## config.mk

```make
export PLATFORM = sky130hd
export DESIGN_NAME = decap_meta_trim
export DESIGN_NICKNAME = d
export VERILOG_FILES = /design/src/rtl/decap_meta_trim.sv
export SDC_FILE = /design/constraint.sdc
export NUM_CORES = 1
export LEC_CHECK = 0
export CORE_AREA = 2 2 435 437
export DETAILED_ROUTE_END_ITERATION = 16
export DIE_AREA = 0 0 437 439
export PLACE_DENSITY = 0.44
export SYNTH_ARGS = -nofsm -noshare
export SYNTH_HDL_FRONTEND = slang
export SYNTH_SLANG_ARGS = --single-unit
```

## constraint.sdc

```tcl
create_clock -name i_clk -period 13.5 [get_ports i_clk]
set_input_delay 2.7 -clock i_clk [delete_from_list [all_inputs] [get_ports i_clk]]
set_output_delay 2.7 -clock i_clk [all_outputs]
set_load 0.1 [all_outputs]
```

## src/rtl/decap_meta_trim.sv

```systemverilog
// Post-decap tail fix-up. Rewrites per-slice CNT/TAIL after decap shortens a packet by D units
// and drops a trailing slice that became empty. The latency is fixed at 2 cycles.
module decap_meta_trim #(
    parameter int unsigned META_W = 512,
    parameter int unsigned UNIT_W = 8,
    parameter int unsigned TAG_W  = 16,
    parameter int unsigned DLEN_W = 6
) (
    input  logic                     i_clk,
    input  logic                     i_rst,
    input  logic [META_W+TAG_W-1:0]  i_meta,
    input  logic [DLEN_W-1:0]        i_decapLength,
    input  logic                     i_decapEn,
    output logic [META_W+TAG_W-1:0]  o_meta,
    output logic [15:0]              o_pktLen,
    output logic [31:0]              o_dropCnt,
    output logic                     o_err
);

    localparam int unsigned NumUnits = META_W / UNIT_W;
    localparam int unsigned SliceW   = META_W + TAG_W;
    localparam int unsigned BitStart = META_W;
    localparam int unsigned BitValid = META_W + 1;
    localparam int unsigned BitTail  = META_W + 2;
    localparam int unsigned CntLo    = META_W + 8;
    localparam int unsigned CntHi    = META_W + 15;
    localparam logic [7:0]  NumCnt   = 8'(NumUnits);

    typedef enum logic [0:0] {StIdle, StBody} state_e;

    state_e              state_q, state_d;
    logic [SliceW-1:0]   s1_q, out_q, emit;
    logic [DLEN_W-1:0]   d_s1_q, d_pkt_q, s0_d;
    logic [15:0]         pkt_len_q, acc_q, acc_sum;
    logic [31:0]         drop_cnt_q;
    logic                err_q, emit_err, emit_drop, force_tail;

    logic       s0_valid, s0_start, s0_tail;
    logic [7:0] s0_cnt, s0_dc;
    logic       s1_valid, s1_start, s1_tail;
    logic [7:0] s1_cnt, s1_dc;

    assign s0_valid = i_meta[BitValid];
    assign s0_start = i_meta[BitStart];
    assign s0_tail  = i_meta[BitTail];
    assign s0_cnt   = i_meta[CntHi:CntLo];
    assign s1_valid = s1_q[BitValid];
    assign s1_start = s1_q[BitStart];
    assign s1_tail  = s1_q[BitTail];
    assign s1_cnt   = s1_q[CntHi:CntLo];

    // Look-ahead slice uses its own D: a new START carries the next packet's decap length.
    assign s0_d  = (s0_valid && s0_start) ? (i_decapEn ? i_decapLength : '0) : d_pkt_q;
    assign s0_dc = 8'(s0_d);
    assign s1_dc = 8'(d_s1_q);

    // FSM tracks the packet state of the input (S0) stream.
    always_ff @(posedge i_clk) begin
        if (i_rst) begin
            state_q <= StIdle;
        end else begin
            state_q <= state_d;
        end
    end

    always_comb begin
        state_d = state_q;
        unique case (state_q)
            StIdle: if (s0_valid && s0_start && !s0_tail) state_d = StBody;
            StBody: if (!s0_valid || s0_tail) state_d = StIdle;
            default: state_d = StIdle;
        endcase
    end

    always_comb begin
        force_tail = (state_q == StBody) && (!s0_valid || s0_start);
    end

    always_comb begin
        emit      = s1_q;
        emit_drop = 1'b0;
        emit_err  = 1'b0;
        if (!s1_valid) begin
            emit = '0;
        end else if (s1_tail) begin
            if (s1_cnt > s1_dc) begin
                emit[CntHi:CntLo] = s1_cnt - s1_dc;
            end else if (!s1_start) begin
                emit      = '0;
                emit_drop = 1'b1;
            end else begin
                emit[CntHi:CntLo] = 8'd0;
                emit[BitStart]    = 1'b1;
                emit[BitValid]    = 1'b1;
                emit[BitTail]     = 1'b1;
                emit_err          = 1'b1;
            end
        end else if (force_tail) begin
            emit[BitTail] = 1'b1;
            emit_err      = 1'b1;
        end else if (s0_valid && !s0_start && s0_tail && (s0_cnt <= s0_dc)) begin
            // Next slice will be dropped, so this one becomes the tail.
            emit[CntHi:CntLo] = NumCnt - (s0_dc - s0_cnt);
            emit[BitTail]     = 1'b1;
        end
    end

    assign acc_sum = emit[BitStart] ? 16'(emit[CntHi:CntLo])
                                    : acc_q + 16'(emit[CntHi:CntLo]);

    always_ff @(posedge i_clk) begin
        if (i_rst) begin
            s1_q       <= '0;
            d_s1_q     <= '0;
            d_pkt_q    <= '0;
            out_q      <= '0;
            pkt_len_q  <= '0;
            acc_q      <= '0;
            drop_cnt_q <= '0;
            err_q      <= 1'b0;
        end else begin
            s1_q   <= i_meta;
            d_s1_q <= s0_d;
            if (s0_valid && s0_start) d_pkt_q <= s0_d;
            out_q  <= emit;
            err_q  <= emit_err;
            if (emit_drop) drop_cnt_q <= drop_cnt_q + 32'd1;
            if (emit[BitValid]) begin
                acc_q <= acc_sum;
                if (emit[BitTail]) pkt_len_q <= acc_sum;
            end
        end
    end

    assign o_meta    = out_q;
    assign o_pktLen  = pkt_len_q;
    assign o_dropCnt = drop_cnt_q;
    assign o_err     = err_q;

endmodule

```

==> PnR_summary.wiki, run 1 <==
{| class="wikitable"
! Metric !! Value
|-
| WP data arrival || 8.34 ns
|-
| PD cells || 155 mW/mm^2
|-
| Clock edge transition at the registers on the reported setup and hold paths || 0.06 ns
|-
| Post-CTS Hold Fix Bufs || 0
|-
| Cell with the most instances after synthesis || sky130_fd_sc_hd__dfxtp_1
|-
| Largest area contributor in the netlist || sky130_fd_sc_hd__dfxtp_1
|-
| Worst slew margin relative to its limit || 18.1%
|-
| Clk root buf || sky130_fd_sc_hd__clkbuf_16
|-
| Total congestion overflow after global routing || 0
|-
| Result of the run || finished clean
|-
| Number of warnings reported in the yosys synthesis log || 0
|-
| Summed instance area of the synthesized netlist || 0.0333 mm^2
|-
| Final cell utilization of the core || 27.7%
|-
| CTS-repair resized insts || 0
|-
| Synthesized Nets || 3,435
|-
| Clock Skews || 0.0261 ns
|-
| Die span in y || 439 um
|-
| Top Ports || 1,114
|-
| Maximum buffer depth of the clock tree || 3
|-
| Maximum fanout along the worst path || 7
|-
| Share of post-route cells with drive strength above 1 || 7.25%
|-
| Leakage Power || 19.9 nW
|-
| Number of buffers inserted during clock tree synthesis || 138
|-
| Number of enable-type register cells in the synthesized netlist || 0
|-
| Share of the clock period used by the worst path after layout || 56.7%
|-
| Beginning of the critical path || i_meta[512]
|-
| Transition time at the pin with the least slew margin || 1.23 ns
|-
| Hold path start || s1_q[355]
|-
| Cell area after layout || 0.0518 mm^2
|-
| Post-Place Cells || 6,339
|-
| First-pass DRT Iterations || 7
|-
| Non-filler cells, final || 6,606
|-
| Fraction of the yosys area taken by sequential cells || 68.1%
|-
| Final critical path time including I/O delays and setup || 7.66 ns
|-
| Worst hold slack after final layout || 0.412 ns
|-
| PnR worst setup slack || 5.84 ns
|-
| Total routing usage reported by global routing || 14.0%
|-
| Routed length per instance || 21.0 um
|-
| Post-route DRC violation count || 0
|-
| Drt initial violations || 920
|-
| Setup bufs post-CTS || 0
|-
| Number of cell rows || 159
|-
| Wire length of the first global-routing pass || 188,000 um
|-
| Reg-to-reg endpoint || acc_q[14]
|-
| Vias per std cell || 3.54
|-
| Cell depth of the worst flop-to-flop path || 19
|-
| Number of storage elements in the synthesis netlist || 1,134
|-
| Depth of the worst hold-timing path || 1
|-
| Area growth, synth to finish || 55.4%
|-
| Area of the core || 0.187 mm^2
|-
| Count of clock tree sinks || 1,134
|-
| Final routed wirelength across all metal layers || 139,000 um
|-
| Cell types with the largest area share after synthesis || sky130_fd_sc_hd__dfxtp_1 (68%), sky130_fd_sc_hd__nor2b_1 (10%), sky130_fd_sc_hd__and2_1 (9.9%)
|-
| End point of the most critical hold path || o_meta[355]
|-
| Critical Path Max Stage Delay || 0.50 ns
|-
| Unrepaired setup endpoints after global routing || no
|-
| Count of antenna-violating nets left after detailed routing || 0
|-
| Clock tree from TritonCTS || yes
|-
| Power consumption || 8.03 mW
|-
| CP cell instances || clkdlybuf4s50_1 > and2_1 > and3_1 > a21oi_1 > ha_1 > inv_1 > fa_1 > or3b_4 > a211oi_2 > o21ai_1 > mux2i_1 > o21ai_0 > nor2_1 > ha_1 > inv_1 > fa_1 > nor2b_1 > o211ai_1 > a21oi_1 > o2111ai_1 > or4_1 > a31oi_1
|-
| Share of async-settable or async-resettable flops after synthesis || 0%
|-
| Pin count of the biggest net entering global routing || 114
|-
| Final setup fails || 0
|-
| Die ar. || 0.192 mm^2
|-
| Skew-Pair Late Insertion Delay || 0.79 ns
|-
| Max_cap viols || 0
|-
| Detailed placer's ending HPWL || 107,000 um
|-
| Synth Flop Type || sky130_fd_sc_hd__dfxtp_1
|-
| Depth of the CTS H-tree || 4
|-
| Unique masters post-synth || 70
|-
| WP data required || 14.18 ns
|-
| Final Net Count || 4,555
|-
| Post-detailed-placement cell area || 0.0470 mm^2
|-
| PortBufs || 1,113
|-
| Syn Inst Count || 2,864
|-
| Start of the worst register-to-register path || d_pkt_q[4]
|-
| Number of global-route vias before repair || 23,669
|-
| Area fraction of the dominant cell type after synthesis || 68.1%
|-
| Type of the worst min-delay path || reg -> reg
|-
| Max rail drop VDD || 86.7 uV
|-
| Post-placement worst setup slack || 5.18 ns
|-
| Number of antenna violations at the first check in global routing || 76
|-
| Minimum setup slack among reg-to-reg paths || 8.42 ns
|-
| Number of vias in the routed layout || 23,379
|-
| Initial cell density of the core || 17.8%
|-
| Placer Congestion || 0.862
|-
| Startpoint-to-endpoint class of the critical path || in -> reg
|-
| Number of fill cells || 19,606
|-
| Final count of pins violating max slew || 0
|-
| Most used standard cells in the synthesized netlist || sky130_fd_sc_hd__dfxtp_1 (1,134), sky130_fd_sc_hd__nor2b_1 (540), sky130_fd_sc_hd__and2_1 (527)
|-
| Startpoint type of the worst setup path || primary input
|-
| Die W || 437 um
|-
| Critical path's slowest cell || sky130_fd_sc_hd__clkdlybuf4s50_1
|-
| Max frequency || 131 MHz
|-
| Average cell area after synthesis || 11.6 um^2
|-
| Category of the worst setup path capture point || flip-flop
|-
| Setup total negative slack || 0 ns
|-
| Number of endpoints with negative hold slack in the final report || 0
|}
[cells in the final DEF (no fill, tap or decap), types with 11 or more instances in the layout]
cell type,n
sky130_fd_sc_hd__bufinv_16,15
sky130_fd_sc_hd__and2_1,527
sky130_fd_sc_hd__nand2_1,38
sky130_fd_sc_hd__nor2_1,80
sky130_fd_sc_hd__nand4_1,13
sky130_fd_sc_hd__clkinv_2,20
sky130_fd_sc_hd__nand3_1,24
sky130_fd_sc_hd__clkbuf_8,22
sky130_fd_sc_hd__inv_1,33
sky130_fd_sc_hd__and3_1,14
sky130_fd_sc_hd__diode_2,17
sky130_fd_sc_hd__a21oi_1,44
sky130_fd_sc_hd__nand2b_1,12
sky130_fd_sc_hd__clkbuf_16,141
sky130_fd_sc_hd__nor2b_1,540
sky130_fd_sc_hd__clkbuf_1,35
sky130_fd_sc_hd__a211oi_1,12
sky130_fd_sc_hd__dfxtp_1,1134
sky130_fd_sc_hd__buf_4,60
sky130_fd_sc_hd__ha_1,28
sky130_fd_sc_hd__clkdlybuf4s50_1,1067
sky130_fd_sc_hd__mux2i_1,11
sky130_fd_sc_hd__xor2_1,27
sky130_fd_sc_hd__nor3_1,11
sky130_fd_sc_hd__o21ai_0,21
[logic make-up (layout without fill, tap and decap cells)]
| logic type | after synthesis | in the layout | share of synthesized area [%] |
|---|---|---|---|
| compound gates | 159 | 159 | 3.22 |
| xor+xnor | 36 | 36 | 0.946 |
| fa+ha+maj | 34 | 34 | 1.41 |
| buf+inv | 183 | 1413 | 2.16 |
| flops | 1134 | 1134 | 68.1 |
| mux | 14 | 14 | 0.432 |
| other cells | 0 | 17 | 0 |
| simple gates | 1304 | 1304 | 23.7 |
[registers in the layout, summed over array words and instances, names as in the netlist]
register   cells
d_s1_q         6
state_q        1
o_meta       528
o_err          1
o_pktLen      16
d_pkt_q        6
o_dropCnt     32
s1_q         528
acc_q         16
[worst max path at each step]
stage	end	slack, ns	depth (start not counted)
final	acc_q[14]	5.84	22
after global routing	acc_q[14]	5.44	22
after CTS	acc_q[14]	5.99	22
after detailed placement	acc_q[14]	5.18	22
after global placement	acc_q[14]	5.25	22
after floorplan	acc_q[14]	6.57	21
[cell type report]
cell class	count	area (um^2)	share of cell area (%)
Sequential cell	1134	22700	43.8
Timing Repair Buffer	1128	11100	21.5
Multi-Input combinational cell	1547	9920	19.1
Clock buffer	198	3960	7.65
Tap cell	2495	3120	6.02
Clock inverter	52	791	1.53
Inverter	35	139	0.268
Antenna cell	17	42.5	0.0821
[routing by layer]
layer / up-vias / global-route usage, % / share of wire, %
met5: - / 0 / 0.0094
met4: 2 / 5.31 / 3.4
met3: 275 / 6.28 / 9.1
met2: 851 / 22.9 / 47
met1: 10969 / 15.9 / 40
li1: 11282 / - / -
[worst max-delay path, delay by kind of cell]
kind | cells | cell delay (ns)
buf+inv | 3 | 0.62
compound gates | 8 | 1.90
fa+ha+maj | 4 | 1.27
simple gates | 6 | 1.53
mux | 1 | 0.32
[power breakdown]
group	switching, mW	internal [mW]	leakage (nW)
combinational	0.391	0.265	8.24
clock	1.52	2.35	2.33
sequential	0.0359	3.46	9.31
(Power assumes the default switching activity.)
==> run 2: changes to the inputs <==
--- a/config.mk
+++ b/config.mk
@@ -8,7 +8,7 @@
 export CORE_AREA = 2 2 435 437
 export DETAILED_ROUTE_END_ITERATION = 16
 export DIE_AREA = 0 0 437 439
-export PLACE_DENSITY = 0.44
+export PLACE_DENSITY = 0.45
 export SYNTH_ARGS = -nofsm -noshare
 export SYNTH_HDL_FRONTEND = slang
 export SYNTH_SLANG_ARGS = --single-unit
==> constraint.sdc (replaced) <==
create_clock -name i_clk -period 6.72 [get_ports i_clk]
set_input_delay 1.344 -clock i_clk [delete_from_list [all_inputs] [get_ports i_clk]]
set_output_delay 1.344 -clock i_clk [all_outputs]
set_load 0.1 [all_outputs]
==> run 2 against run 1 <==
Via count shrank 0.74%; largest cell class unchanged; critical path depth shrank 2; utilization is essentially flat; clock power grew 100%; total power grew 100%; routed wire length shrank 0.66%; cell count shrank 0.11%; worst setup slack lost 5.1 ns; non-clock buffer count grew 3; hold slack lost 0.0027 ns; highest routed layer unchanged; count of clock-buffer cells in the layout shrank 13; die area is the same; largest power group unchanged.
==> PnR_summary.wiki, run 2 (synthesized netlist as in run 1, its figures left out) <==
{| class="wikitable"
! Metric !! Value
|-
| Area of the core || 0.187 mm^2
|-
| Share of the clock period used by the worst path after layout || 89.2%
|-
| Final critical path time including I/O delays and setup || 5.99 ns
|-
| PortBufs || 1,113
|-
| Max rail drop VDD || 260 uV
|-
| Top Ports || 1,114
|-
| Count of clock tree sinks || 1,134
|-
| Clock edge transition at the registers on the reported setup and hold paths || 0.06 ns
|-
| Wire length of the first global-routing pass || 188,000 um
|-
| Number of global-route vias before repair || 23,558
|-
| Clock Skews || 0.0509 ns
|-
| Max_cap viols || 0
|-
| Start of the worst register-to-register path || d_pkt_q[2]
|-
| Final setup fails || 0
|-
| Transition time at the pin with the least slew margin || 1.21 ns
|-
| Clock tree from TritonCTS || yes
|-
| Post-Place Cells || 6,342
|-
| Met2 routed wirelength || 63,900 um
|-
| Drt initial violations || 949
|-
| WP data arrival || 6.68 ns
|-
| Maximum fanout along the worst path || 6
|-
| First-pass DRT Iterations || 5
|-
| Length of routed wiring on met1 || 55,600 um
|-
| Final cell utilization of the core || 27.8%
|-
| Die W || 437 um
|-
| Number of cell rows || 159
|-
| Power consumption || 16.1 mW
|-
| Category of the worst setup path capture point || flip-flop
|-
| Number of antenna violations at the first check in global routing || 67
|-
| Total routing usage reported by global routing || 13.9%
|-
| Topmost layer with routed signal wires || met5
|-
| Hold path start || s1_q[331]
|-
| Number of buffers inserted during clock tree synthesis || 136
|-
| Number of fill cells || 19,500
|-
| Depth of the worst hold-timing path || 1
|-
| Initial cell density of the core || 17.8%
|-
| Final routed wirelength across all metal layers || 138,000 um
|-
| End point of the most critical hold path || o_meta[331]
|-
| Share of post-route cells with drive strength above 1 || 7.21%
|-
| Maximum buffer depth of the clock tree || 3
|-
| Depth of the CTS H-tree || 4
|-
| Pin count of the biggest net entering global routing || 160
|-
| Worst slew margin relative to its limit || 19.0%
|-
| Area growth, synth to finish || 55.7%
|-
| Startpoint type of the worst setup path || primary input
|-
| Die span in y || 439 um
|-
| Cell depth of the worst flop-to-flop path || 19
|-
| WP data required || 7.41 ns
|-
| Unrepaired setup endpoints after global routing || no
|-
| Minimum setup slack among reg-to-reg paths || 1.93 ns
|-
| Commonest cells after routing, fill and taps aside || sky130_fd_sc_hd__dfxtp_1 (1,134), sky130_fd_sc_hd__clkdlybuf4s50_1 (1,078), sky130_fd_sc_hd__nor2b_1 (540)
|-
| Leakage Power || 19.9 nW
|-
| Number of endpoints with negative hold slack in the final report || 0
|-
| Clk root buf || sky130_fd_sc_hd__clkbuf_16
|-
| PD cells || 310 mW/mm^2
|-
| Placer Congestion || 0.844
|-
| Post-route DRC violation count || 0
|-
| Type of the worst min-delay path || reg -> reg
|-
| Startpoint-to-endpoint class of the critical path || in -> reg
|-
| Routed length per instance || 20.9 um
|-
| Result of the run || finished clean
|-
| Total congestion overflow after global routing || 0
|-
| Post-CTS Hold Fix Bufs || 0
|-
| Skew-Pair Late Insertion Delay || 0.77 ns
|-
| Worst hold slack after final layout || 0.409 ns
|-
| Setup bufs post-CTS || 0
|-
| CTS-repair resized insts || 0
|-
| Post-placement worst setup slack || 0.00562 ns
|-
| Non-filler cells, final || 6,599
|-
| Max frequency || 167 MHz
|-
| Count of antenna-violating nets left after detailed routing || 0
|-
| Final count of pins violating max slew || 0
|-
| Amount of wire on met3 after detailed routing || 12,500 um
|-
| Vias per std cell || 3.52
|-
| PnR worst setup slack || 0.728 ns
|-
| Most frequent standard cell in the layout excluding fill and tap cells || sky130_fd_sc_hd__dfxtp_1
|-
| Setup total negative slack || 0 ns
|-
| Number of vias in the routed layout || 23,205
|-
| Post-detailed-placement cell area || 0.0471 mm^2
|-
| Final Net Count || 4,556
|-
| Reg-to-reg endpoint || acc_q[14]
|-
| Die ar. || 0.192 mm^2
|-
| Cell area after layout || 0.0519 mm^2
|-
| Detailed placer's ending HPWL || 106,000 um
|}
run 2: worst max-delay path by stage:
stage / start / slack [ns] / end / cells after the start
floorplan: i_meta[512] / 1.15 / acc_q[14] / 21
global placement: i_meta[513] / 0.05 / acc_q[14] / 22
detailed placement: i_meta[513] / 0.006 / acc_q[14] / 19
CTS: i_meta[513] / 0.85 / acc_q[14] / 22
global route: i_meta[513] / 0.36 / acc_q[14] / 20
finish: i_meta[513] / 0.73 / acc_q[14] / 20
run 2: final cells by class:
class	instances	area, um^2	area share (%)
Clock buffer	185	3890	7.50
Clock inverter	59	846	1.63
Sequential cell	1134	22700	43.7
Antenna cell	13	32.5	0.0627
Tap cell	2495	3120	6.01
Inverter	35	139	0.268
Timing Repair Buffer	1131	11300	21.7
Multi-Input combinational cell	1547	9920	19.1
run 2: worst max-delay path, stage by stage:
cell	delay (ns)
sky130_fd_sc_hd__clkdlybuf4s50_1	0.56
sky130_fd_sc_hd__and2_1	0.23
sky130_fd_sc_hd__and3_1	0.20
sky130_fd_sc_hd__a21oi_1	0.07
sky130_fd_sc_hd__ha_1	0.21
sky130_fd_sc_hd__inv_1	0.08
sky130_fd_sc_hd__fa_1	0.24
sky130_fd_sc_hd__or3b_4	0.41
sky130_fd_sc_hd__a211oi_2	0.20
sky130_fd_sc_hd__buf_4	0.16
sky130_fd_sc_hd__o21ai_1	0.06
sky130_fd_sc_hd__a222oi_1	0.38
sky130_fd_sc_hd__nand4_1	0.32
sky130_fd_sc_hd__fa_1	0.54
sky130_fd_sc_hd__nor2b_1	0.20
sky130_fd_sc_hd__o211ai_1	0.22
sky130_fd_sc_hd__a21oi_1	0.40
sky130_fd_sc_hd__o2111ai_1	0.22
sky130_fd_sc_hd__or4_1	0.45
sky130_fd_sc_hd__a31oi_1	0.16
run 2: power breakdown:
part,internal [mW],switching [mW],leakage (nW)
clock,4.68,3.07,2.32
combinational,0.537,0.783,8.24
sequential,6.96,0.0809,9.31
run 2: layer usage:
layer  vias to the layer above  track usage [%]
met5                         -                0
li1                      11274                -
met1                     10786             15.9
met3                       280             6.04
met2                       855             22.4
met4                        10             5.81
